<file path="config.mk">
export PLATFORM = sky130hd
export DESIGN_NAME = fft_frame_serializer
export DESIGN_NICKNAME = d
export VERILOG_FILES = /design/src/rtl/fft_frame_serializer.sv
export SDC_FILE = /design/constraint.sdc
export NUM_CORES = 1
export LEC_CHECK = 0
export BUFFER_PORTS_ARGS = -buffer_cell sky130_fd_sc_hd__buf_2
export CAP_MARGIN = 20
export CORE_AREA = 2 2 218 220
export CTS_BUF_LIST = sky130_fd_sc_hd__clkbuf_2
export DETAILED_ROUTE_END_ITERATION = 12
export DIE_AREA = 0 0 220 222
export GPL_ROUTABILITY_DRIVEN = 1
export PLACE_DENSITY = 0.73
export SYNTH_ARGS = -nofsm -noshare
export SYNTH_HDL_FRONTEND = slang
export SYNTH_SLANG_ARGS = --single-unit
</file>
<file path="constraint.sdc">
create_clock -name clk -period 18.9 [get_ports clk]
set_clock_uncertainty 0.15 [all_clocks]
set_input_delay 2.835 -clock clk [delete_from_list [all_inputs] [get_ports clk]]
set_output_delay 2.835 -clock clk [all_outputs]
set_load 0.005 [all_outputs]
</file>
<file path="src/rtl/fft_frame_serializer.sv">
// Captures a 16-bin complex FFT frame in one cycle and streams it out bin by bin
// over a valid/ready port, with seamless back-to-back frames and drop signalling.
module fft_frame_serializer #(
    parameter int N = 16
) (
    input  logic         clk,
    input  logic         rst,
    input  logic         load,
    input  logic [N-1:0] in0_re,  input  logic [N-1:0] in1_re,
    input  logic [N-1:0] in2_re,  input  logic [N-1:0] in3_re,
    input  logic [N-1:0] in4_re,  input  logic [N-1:0] in5_re,
    input  logic [N-1:0] in6_re,  input  logic [N-1:0] in7_re,
    input  logic [N-1:0] in8_re,  input  logic [N-1:0] in9_re,
    input  logic [N-1:0] in10_re, input  logic [N-1:0] in11_re,
    input  logic [N-1:0] in12_re, input  logic [N-1:0] in13_re,
    input  logic [N-1:0] in14_re, input  logic [N-1:0] in15_re,
    input  logic [N-1:0] in0_im,  input  logic [N-1:0] in1_im,
    input  logic [N-1:0] in2_im,  input  logic [N-1:0] in3_im,
    input  logic [N-1:0] in4_im,  input  logic [N-1:0] in5_im,
    input  logic [N-1:0] in6_im,  input  logic [N-1:0] in7_im,
    input  logic [N-1:0] in8_im,  input  logic [N-1:0] in9_im,
    input  logic [N-1:0] in10_im, input  logic [N-1:0] in11_im,
    input  logic [N-1:0] in12_im, input  logic [N-1:0] in13_im,
    input  logic [N-1:0] in14_im, input  logic [N-1:0] in15_im,
    output logic [N-1:0] out_re,
    output logic [N-1:0] out_im,
    output logic [3:0]   out_idx,
    output logic         out_valid,
    input  logic         out_ready,
    output logic         out_last,
    output logic         busy,
    output logic         drop
);

    // Handshake: a bin moves downstream on every rising edge where out_valid and
    // out_ready are both 1; while out_valid=1 and out_ready=0 all outputs hold.
    typedef enum logic {IDLE = 1'b0, SEND = 1'b1} state_t;

    state_t       state, state_nx;
    logic [3:0]   idx, idx_nx;
    logic         drop_q;
    logic [N-1:0] bank_re [16];
    logic [N-1:0] bank_im [16];
    logic [N-1:0] in_re   [16];
    logic [N-1:0] in_im   [16];
    logic         xfer, at_last, capture, reject;

    assign in_re[0]  = in0_re;  assign in_re[1]  = in1_re;
    assign in_re[2]  = in2_re;  assign in_re[3]  = in3_re;
    assign in_re[4]  = in4_re;  assign in_re[5]  = in5_re;
    assign in_re[6]  = in6_re;  assign in_re[7]  = in7_re;
    assign in_re[8]  = in8_re;  assign in_re[9]  = in9_re;
    assign in_re[10] = in10_re; assign in_re[11] = in11_re;
    assign in_re[12] = in12_re; assign in_re[13] = in13_re;
    assign in_re[14] = in14_re; assign in_re[15] = in15_re;
    assign in_im[0]  = in0_im;  assign in_im[1]  = in1_im;
    assign in_im[2]  = in2_im;  assign in_im[3]  = in3_im;
    assign in_im[4]  = in4_im;  assign in_im[5]  = in5_im;
    assign in_im[6]  = in6_im;  assign in_im[7]  = in7_im;
    assign in_im[8]  = in8_im;  assign in_im[9]  = in9_im;
    assign in_im[10] = in10_im; assign in_im[11] = in11_im;
    assign in_im[12] = in12_im; assign in_im[13] = in13_im;
    assign in_im[14] = in14_im; assign in_im[15] = in15_im;

    // A load is only taken when idle or exactly as the last bin leaves.
    assign xfer    = (state == SEND) && out_ready;
    assign at_last = (idx == 4'd15);
    assign capture = load && ((state == IDLE) || (xfer && at_last));
    assign reject  = load && (state == SEND) && !(xfer && at_last);

    always_ff @(posedge clk) begin
        if (rst) begin
            state  <= IDLE;
            idx    <= 4'd0;
            drop_q <= 1'b0;
            for (int i = 0; i < 16; i++) begin
                bank_re[i] <= '0;
                bank_im[i] <= '0;
            end
        end else begin
            state  <= state_nx;
            idx    <= idx_nx;
            drop_q <= reject;
            if (capture) begin
                for (int i = 0; i < 16; i++) begin
                    bank_re[i] <= in_re[i];
                    bank_im[i] <= in_im[i];
                end
            end
        end
    end

    always_comb begin
        state_nx = state;
        idx_nx   = idx;
        case (state)
            IDLE: if (load) state_nx = SEND;
            SEND: if (xfer && at_last) state_nx = load ? SEND : IDLE;
            default: state_nx = IDLE;
        endcase
        if (capture)
            idx_nx = 4'd0;
        else if (xfer)
            idx_nx = at_last ? 4'd0 : idx + 4'd1;
    end

    always_comb begin
        out_valid = (state == SEND);
        busy      = (state == SEND);
        out_last  = (state == SEND) && at_last;
        out_idx   = idx;
        out_re    = bank_re[idx];
        out_im    = bank_im[idx];
        drop      = drop_q;
    end

endmodule

</file>
==> metrics.cfg <==
[run_status]
status=finished, final reports clean

[critical_path]
r2r.worst_path.cells=8
crit_chain=buf_4 > mux4_2 > a22oi_1 > nand2_1 > buf_2
cpPeakStageDelay_ps=840
r2r-start=out_idx[0]
cp_data_arrival_time_ps=4340
crit_path_top_delay_cell=buf_4
endpoint_kind=output pin
cp-start-kind=register
r2r_slack_ps=13610
path_max_fanout=46
r2r_end=bank_im[3][6]
crit_required_ps=15920
setup.worst_path.end=out_im[8]
path_class=reg -> out

[global_routing]
groute.usage.overall=0.250
grt_pass1_wl_microns=87600
grt_max_degree=197
antenna_found_initial=22
grt_pass1_vias=15100
grt_overflow=0

[synth]
synth_area_leader_cell=edfxtp_1
seq_area_frac_synth=0.679
synth_warnings=0
synth_nets=1908
synth_ff_type=edfxtp_1
post-synth-top-count-cell=edfxtp_1
avgSynthCellArea_sq_um=16.5
synth_fa_ha_area_frac=0.000546
netlist_instances=1391
synth-xor-area-share=0.000382
synth-edff-count=512
synth_area_sq_um=22900
synth_commonest_cells=edfxtp_1 (512), and2_1 (321), nor2b_1 (194)
synth_top_family_by_area=simple AND/OR/NAND/NOR gates
synthDistinctLibCells=28
muxShareOfSynthArea=0.126
synth_compound_area_frac=0.0236
synthSimpleGateAreaFrac=0.150
synth-seq-cells=522
synth_top_cell_area_share=0.670
synth_area_leaders=edfxtp_1 (67%), mux4_2 (13%), and2_1 (8.8%)
synthArstFlopShare=0

[drt]
viasPerCell=5.27
drtAntennaViolNets=0
wl_microns=60900
drtIter0Drc=1102
vias=14300
drcViolationCount=0
firstDrtPassIters=5
routedWlPerCell_microns=22.4

[floorplan]
io_pins=556
std_cell_rows=79
initial_utilization=0.496
die_w_microns=220
dieHeight_microns=222
die_area_sq_um=48800
coreArea_sq_um=46300

[worst_hold_path]
hold_path.class=reg -> reg
hp-start=out_idx[0]

[timing]
fmax_mhz=137
timing.slew.headroom=0.240
whs_ps=418
worst_pin_slew_ps=1140
finalCritPeriodShare=0.387
setup_viol=0
setup_tns_ps=0
slew_viol_final=0
hold_viol_final=0
period_needed_ps=7320
rsz0062_at_grt=no

[cells_and_area]
syn_to_final_growth_pct=19.8
final_cells=2713
drive_gt1_frac=0.438
final_nets=2515

[clocking]
cts_setup_buffers=0
ctsHoldBuffers=0
cts_tree=built
cts.clk_slew.worst_paths_ps=100
numCtsBuffers=135
cts_buffer_depth=3
ctsResizeCount=0
cts_sinks=522
cts_root_buf=clkbuf_2
cts-htree-levels=4
clk-insertion-delay-late_ps=1250

[power]
ir_drop_v=0.0000484
powerDensity_nw_per_um2=86.7
p_total_mw=2.38
leakage_nw=11.2

[place]
placed_cells=2465
port-buffer-count=555
hpwl_microns=42000
routabilityCongestion=0.909

[run]
drv_cap=0

## kinds of logic after synthesis
group / count (synthesis)
and+or+nand+nor: 564
muxes: 129
DFF: 522
buffers and inverters: 102
AOI/OAI and AO/OA: 72
xor gates and xnor gates: 1
adders and majority gates: 1
## final cells by class
cell class	count	area [sq um]
multi-input cells	767	6930
well taps	607	759
repair buffers	572	2980
flip-flops and latches	522	15600
clock inverters	32	201
diodes	16	40.0
clock buffers	197	986
fillers	3624	18800
## layout by cell type, fill, tap and decap left out, drive strengths merged
| cell | netlist | routed |
|---|---|---|
| and2 | 321 | 321 |
| mux2i | 1 | 1 |
| clkinv | 0 | 23 |
| edfxtp | 512 | 512 |
| a311o | 1 | 1 |
| nor2 | 3 | 3 |
| and4 | 1 | 1 |
| nand3b | 1 | 1 |
| xor2 | 1 | 1 |
| nand4 | 1 | 1 |
| and3b | 1 | 1 |
| nand2 | 36 | 36 |
| diode | 0 | 16 |
| buf | 31 | 572 |
| nor2b | 194 | 194 |
| clkbuf | 71 | 197 |
| nand2b | 2 | 2 |
| a21oi | 3 | 3 |
| a211oi | 1 | 1 |
| ha | 1 | 1 |
| inv | 0 | 6 |
| a221oi | 2 | 2 |
| mux4 | 128 | 128 |
| a21o | 1 | 1 |
| dfxtp | 10 | 10 |
| nand3 | 4 | 4 |
| a22oi | 64 | 64 |
| bufinv | 0 | 3 |
## worst min-delay path by stage
stage	cells past startpoint	slack (ps)	end
3_3_place_gp	2	390	register
3_5_place_dp	2	400	register
4_1_cts	2	420	register
2_1_floorplan	2	370	register
6_report	2	420	register
5_1_grt	2	460	register
## metal layers
layer,vias up,part of all wire,track usage
met3,129,0.096,0.0827
met5,-,0.0032,0
met2,682,0.53,0.439
li1,6506,-,-
met4,30,0.024,0.100
met1,6956,0.35,0.279
## state kept, by name, indices dropped and copies added (netlist names), named ones only
name     flops
bank_im    256
bank_re    256
busy         1
drop         1
out_idx      4
## metrics by stage
step	instance area (sq um)	setup WS, ps	utilization
floorplan	22900	3990	-
finish	27500	11580	0.594
detailed placement	26200	11270	0.566
global placement	26200	11450	0.566
CTS	27400	11170	0.591
global route	27500	11100	0.594
## report_power, final
| part | internal [mW] | switching [mW] | total [mW] |
|---|---|---|---|
| Combinational | 0.115 | 0.108 | 0.223 |
| Sequential | 1.37 | 0.0249 | 1.39 |
| Clock | 0.317 | 0.451 | 0.768 |
| Total | 1.80 | 0.584 | 2.38 |
## critical path: cells and delay by family, from the launching register on
family	cells	cell delay [ps]
AOI/OAI and AO/OA	1	380
and+or+nand+nor	1	180
buffers and inverters	2	1000
DFF	1	810
muxes	1	630
Note: power is estimated with default switching activity, not from simulation.
